===== config.mk =====
export PLATFORM = sky130hd
export DESIGN_NAME = multdiv_ctrl
export DESIGN_NICKNAME = d
export VERILOG_FILES = /design/src/rtl/multdiv_pkg.sv /design/src/rtl/multdiv_ctrl.sv
export SDC_FILE = /design/constraint.sdc
export NUM_CORES = 1
export LEC_CHECK = 0
export BUFFER_PORTS_ARGS = -buffer_cell sky130_fd_sc_hd__buf_2
export CORE_MARGIN = 8
export CORE_UTILIZATION = 49
export CTS_CLUSTER_SIZE = 28
export DETAILED_ROUTE_END_ITERATION = 7
export GPL_TIMING_DRIVEN = 1
export HOLD_SLACK_MARGIN = 0.02
export PLACE_DENSITY = 0.84
export SLEW_MARGIN = 20
export SYNTH_ARGS = -nofsm -noshare
export SYNTH_HDL_FRONTEND = slang
export SYNTH_SLANG_ARGS = --single-unit

===== constraint.sdc =====
create_clock -name clock -period 4.7 [get_ports clock]
set_input_delay 0 -clock clock [delete_from_list [all_inputs] [get_ports clock]]
set_output_delay 0 -clock clock [all_outputs]
set_load 0.01 [all_outputs]

===== src/rtl/multdiv_pkg.sv =====
// multdiv_pkg: shared definitions for the mult/div sequencer.
//   state_e          - sequencer FSM states
//   RSTATUS_*        - codes written to $rstatus on exception / timeout
//   REG_RSTATUS      - architectural index of $rstatus (r30)
package multdiv_pkg;

  typedef enum logic [1:0] {
    StIdle,
    StStart,
    StWait,
    StDone
  } state_e;

  localparam int unsigned RSTATUS_MULT    = 4;
  localparam int unsigned RSTATUS_DIV     = 5;
  localparam int unsigned RSTATUS_TIMEOUT = 7;

  localparam logic [4:0] REG_RSTATUS = 5'd30;

endpackage


===== src/rtl/multdiv_ctrl.sv =====
// multdiv_ctrl: sequences one mult/div operation through the iterative multdiv unit.
//   clock, reset (sync, active-low)
//   issue_*        - mult/div request from execute (operands, op select, rd)
//   flush          - squash the in-flight operation
//   md_result, md_exception, md_rdy - completion from multdiv
//   ctrl_MULT/ctrl_DIV - one-cycle start pulses; md_a/md_b - latched operands
//   stall          - hold the front of the pipeline while an op is outstanding
//   result_valid/result_data/result_reg - one-cycle writeback strobe
//   busy           - sequencer not idle
module multdiv_ctrl
  import multdiv_pkg::*;
#(
  parameter int unsigned WIDTH   = 32,
  parameter int unsigned TIMEOUT = 40
) (
  input  logic             clock,
  input  logic             reset,
  input  logic             issue_valid,
  input  logic             issue_is_mult,
  input  logic             issue_is_div,
  input  logic [WIDTH-1:0] issue_a,
  input  logic [WIDTH-1:0] issue_b,
  input  logic [4:0]       issue_rd,
  input  logic             flush,
  input  logic [WIDTH-1:0] md_result,
  input  logic             md_exception,
  input  logic             md_rdy,
  output logic             ctrl_MULT,
  output logic             ctrl_DIV,
  output logic [WIDTH-1:0] md_a,
  output logic [WIDTH-1:0] md_b,
  output logic             stall,
  output logic             result_valid,
  output logic [WIDTH-1:0] result_data,
  output logic [4:0]       result_reg,
  output logic             busy
);

  localparam int unsigned CntW = $clog2(TIMEOUT + 1);

  state_e            r_state, w_state_next;
  logic [CntW-1:0]   r_cnt;
  logic              r_is_mult;
  logic [WIDTH-1:0]  r_a, r_b;
  logic [4:0]        r_rd;
  logic [WIDTH-1:0]  r_res_data;
  logic [4:0]        r_res_reg;

  logic w_qual;
  logic w_accept;
  logic w_capture;
  logic w_timeout;

  assign w_qual = issue_valid & (issue_is_mult | issue_is_div);

  always_comb begin
    w_state_next = r_state;
    w_accept     = 1'b0;
    w_capture    = 1'b0;
    w_timeout    = 1'b0;
    unique case (r_state)
      StIdle: begin
        // Completions seen here belong to abandoned ops and are dropped.
        if (w_qual) begin
          w_state_next = StStart;
          w_accept     = 1'b1;
        end
      end
      StStart: begin
        w_state_next = flush ? StIdle : StWait;
      end
      StWait: begin
        // Flush wins over a same-cycle completion.
        if (flush) begin
          w_state_next = StIdle;
        end else if (md_rdy) begin
          w_state_next = StDone;
          w_capture    = 1'b1;
        end else if (r_cnt == CntW'(TIMEOUT - 1)) begin
          w_state_next = StDone;
          w_timeout    = 1'b1;
        end
      end
      StDone: begin
        if (w_qual) begin
          w_state_next = StStart;
          w_accept     = 1'b1;
        end else begin
          w_state_next = StIdle;
        end
      end
    endcase
  end

  always_ff @(posedge clock) begin
    if (!reset) begin
      r_state    <= StIdle;
      r_cnt      <= '0;
      r_is_mult  <= 1'b0;
      r_a        <= '0;
      r_b        <= '0;
      r_rd       <= '0;
      r_res_data <= '0;
      r_res_reg  <= '0;
    end else begin
      r_state <= w_state_next;

      if (w_accept) begin
        r_is_mult <= issue_is_mult;  // mult takes priority when both are set
        r_a       <= issue_a;
        r_b       <= issue_b;
        r_rd      <= issue_rd;
      end

      if (r_state == StStart) begin
        r_cnt <= '0;
      end else if (r_state == StWait && r_cnt != '1) begin
        r_cnt <= r_cnt + 1'b1;
      end

      if (w_capture) begin
        if (md_exception) begin
          r_res_reg  <= REG_RSTATUS;
          r_res_data <= r_is_mult ? WIDTH'(RSTATUS_MULT) : WIDTH'(RSTATUS_DIV);
        end else begin
          r_res_reg  <= r_rd;
          r_res_data <= md_result;
        end
      end else if (w_timeout) begin
        r_res_reg  <= REG_RSTATUS;
        r_res_data <= WIDTH'(RSTATUS_TIMEOUT);
      end
    end
  end

  always_comb begin
    ctrl_MULT    = (r_state == StStart) &  r_is_mult;
    ctrl_DIV     = (r_state == StStart) & ~r_is_mult;
    md_a         = r_a;
    md_b         = r_b;
    // Low in DONE so the X/M latch can take the result.
    stall        = ((r_state == StIdle) & w_qual) | (r_state == StStart) | (r_state == StWait);
    result_valid = (r_state == StDone);
    result_data  = (r_state == StDone) ? r_res_data : '0;
    result_reg   = (r_state == StDone) ? r_res_reg  : '0;
    busy         = (r_state != StIdle);
  end

endmodule


==> impl_metrics.py <==
metrics = {
    "clocking": {
        "clk_path_buf_depth": 2,
        "cts_buffers": 17,
        "cts_tree": "built",
        "clk_latency_ns": 0.49,
        "clk_pin_slew_worst_paths_ns": 0.06,
        "clock_sinks": 115,
        "root_buffer": "clkbuf_8",
        "cts-htree-levels": 4,
        "cts_resized": 0,
        "post_cts_buffers": 0,
    },
    "timing": {
        "finalCritPeriodShare_pct": 50.4,
        "clock.fmax_ghz": 0.422,
        "finalHoldViolations": 0,
        "finalSetupViolCount": 0,
        "drv_slew": 0,
        "fin_setup_tns_ns": 0,
        "max_slew_margin_pct": 29.9,
        "finClkSkew_ns": 0.0128,
        "worst_pin_slew_ns": 1.05,
        "rsz0062_at_grt": "false",
        "setup_slack_ns": 2.33,
        "min_period_ns": 2.37,
    },
    "die": {
        "initial_utilization_pct": 50.3,
        "die_area_um2": 12200,
        "die_h_um": 111,
        "core-area_um2": 8720,
        "io_pins": 215,
        "die_x_um": 111,
        "rows": 34,
    },
    "logic_synthesis": {
        "synth_async_sr_flop_share_pct": 0,
        "yosysWarnings": 0,
        "synth_fp_nets": 609,
        "synthCells": 494,
        "synth_seq_area_share_pct": 52.5,
        "synth_edf_count": 0,
        "yosysUniqueCellTypes": 33,
        "syn-cell-area_um2": 4390,
        "synthTopCellsByCount": "nand2_1 (145), dfxtp_1 (115), a21oi_1 (72)",
        "yosysTopAreaCell": "dfxtp_1",
        "yosysTopAreaCellShare_pct": 52.5,
        "synth_area_leaders": "dfxtp_1 (52%), nand2_1 (12%), a21oi_1 (8.2%), a22o_2 (5.9%), and2_1 (5.4%)",
        "ys_dominant_reg_cell": "dfxtp_1",
        "synth.avg_cell_area_um2": 8.88,
        "synth_most_common_cell": "nand2_1",
        "yosys_register_bits": 115,
    },
    "place": {
        "dp_cells": 785,
        "port_buffers": 214,
        "hpwl_um": 9340,
        "pre_cts_ws_ns": 2.59,
        "gp_congestion": 0.763,
    },
    "detailed_routing": {
        "drt_iter0_markers": 437,
        "vias_per_cell": 5.28,
        "wl_um": 16700,
        "drc": 0,
        "postRouteAntennaNets": 0,
        "dr.pass1.iters": 5,
        "post_drt_wl_per_cell_um": 18.0,
        "route.vias.total": 4898,
    },
    "finish": {
        "multi_input_area_um2": 1890,
        "drive_gt1_share_pct": 35.3,
        "final_nets": 918,
        "area.growth.synth_to_final_pct": 62.5,
        "finalNonFillerCells": 927,
        "register_area_um2": 2300,
        "fillers": 507,
    },
    "critical_path": {
        "cpPeakStageDelay_ns": 0.55,
        "path_buf_inv": 2,
        "critPathKind": "flip-flop to flip-flop",
        "worstPathArrival_ns": 2.75,
        "crit_chain": "inv_1 -> ha_1 -> nand2b_2 -> or3_1 -> o221a_2 -> dlygate4sd3_1",
        "worst-path-max-fanout": 8,
        "endpoint_kind": "flip-flop",
        "slowest_stage": "dlygate4sd3_1",
        "cp-start-kind": "flip-flop",
        "cp.required_ns": 5.08,
        "cpLargestDelayFamily": "buffers and inverters",
    },
    "power": {
        "leakagePower_nw": 3.35,
        "max-vdd-ir-drop_mv": 0.262,
        "powerDensity_nw_per_um2": 378,
    },
    "grt": {
        "antenna_found_initial": 3,
        "grt_first_pass_wirelength_um": 26500,
        "grt_max_degree": 72,
        "grt_use_total_pct": 26.3,
        "overflow": 0,
        "grt_pass1_vias": 5187,
    },
    "outcome": {
        "status": "completed",
    },
    "job": {
        "maxCapViolCount": 0,
    },
    "min_path": {
        "min_path_type": "primary input to flip-flop",
    },
}
-- worst min-delay path, stage by stage --
cell and delay (ns):
buf_2 0.11, o21ai_0 0.16, nor2_4 0.12, nand2_1 0.08, a21oi_1 0.05
-- path summary, 6_finish.rpt --
check | startpoint | end | slack [ns] | depth (start not counted)
worst min-delay path | issue_valid | md_a[23] | 0.06 | 5
worst min register to register | md_a[26] | md_a[26] | 0.45 | 2
worst max register to register | r_state[0] | r_res_data[2] | 2.33 | 6
worst max-delay path | r_state[0] | r_res_data[2] | 2.33 | 6
-- stage by stage --
step | instance area (um2) | power (mW) | hold WS, ns | utilization (%)
2_1_floorplan | 4390 | 1.20 | 0.133 | -
3_3_place_gp | 5440 | 1.31 | 0.219 | 62.4
3_5_place_dp | 5440 | 1.32 | 0.225 | 62.4
4_1_cts | 7120 | 2.69 | 0.0370 | 81.6
5_1_grt | 7130 | 2.79 | 0.0830 | 81.7
6_report | 7130 | 2.70 | 0.0622 | 81.7
-- per-layer routing --
metal	share of wire, %	wire (um)	vias to the layer above	track usage (%)
li1	-	-	2272	-
met1	36	6100	2265	26.9
met2	50	8300	305	44.6
met3	11	1830	56	12.1
met4	3.0	500	0	12.2
met5	0	0	-	0
-- timing repair --
action,in CTS,in global routing
endpoints found under the setup margin,0,0
hold buffers,107,0
hold endpoints to repair,111,0
-- report_power, final --
part	leakage (nW)	total, mW	internal, mW	switching [mW]
logic	2.13	0.342	0.161	0.182
clock network	0.287	1.31	0.852	0.453
registers	0.935	1.05	1.02	0.0281
total	3.35	2.70	2.03	0.663
-- kinds of logic after synthesis --
family / Yosys count / synth area share [%]
mux: 3 / 0.685
fa+ha+maj: 6 / 1.71
simple gates: 208 / 21.2
flops: 115 / 52.5
xor+xnor: 3 / 0.599
compound gates: 120 / 18.6
buf+inv: 39 / 4.65
-- cell usage in the layout, fill, tap and decap left out, types with 6 or more instances in the layout --
cell,netlist,final
a21oi_1,72,72
a22o_2,26,26
and2_1,38,38
buf_2,1,214
clkbuf_16,0,16
dfxtp_1,115,115
dlygate4sd3_1,0,107
ha_1,6,6
nand2_1,145,145
nor2_1,10,9
o221a_2,8,8
-- cell type report --
cell class / instances / share of cell area, %
flip-flops and latches: 115 / 32.3
multi-input cells: 340 / 26.5
clock inverters: 11 / 2.12
clock buffers: 21 / 6.44
repair buffers: 324 / 30.4
well taps: 108 / 1.90
inverters: 5 / 0.263
diodes: 3 / 0.105
Power figures use the tool's default switching activity.
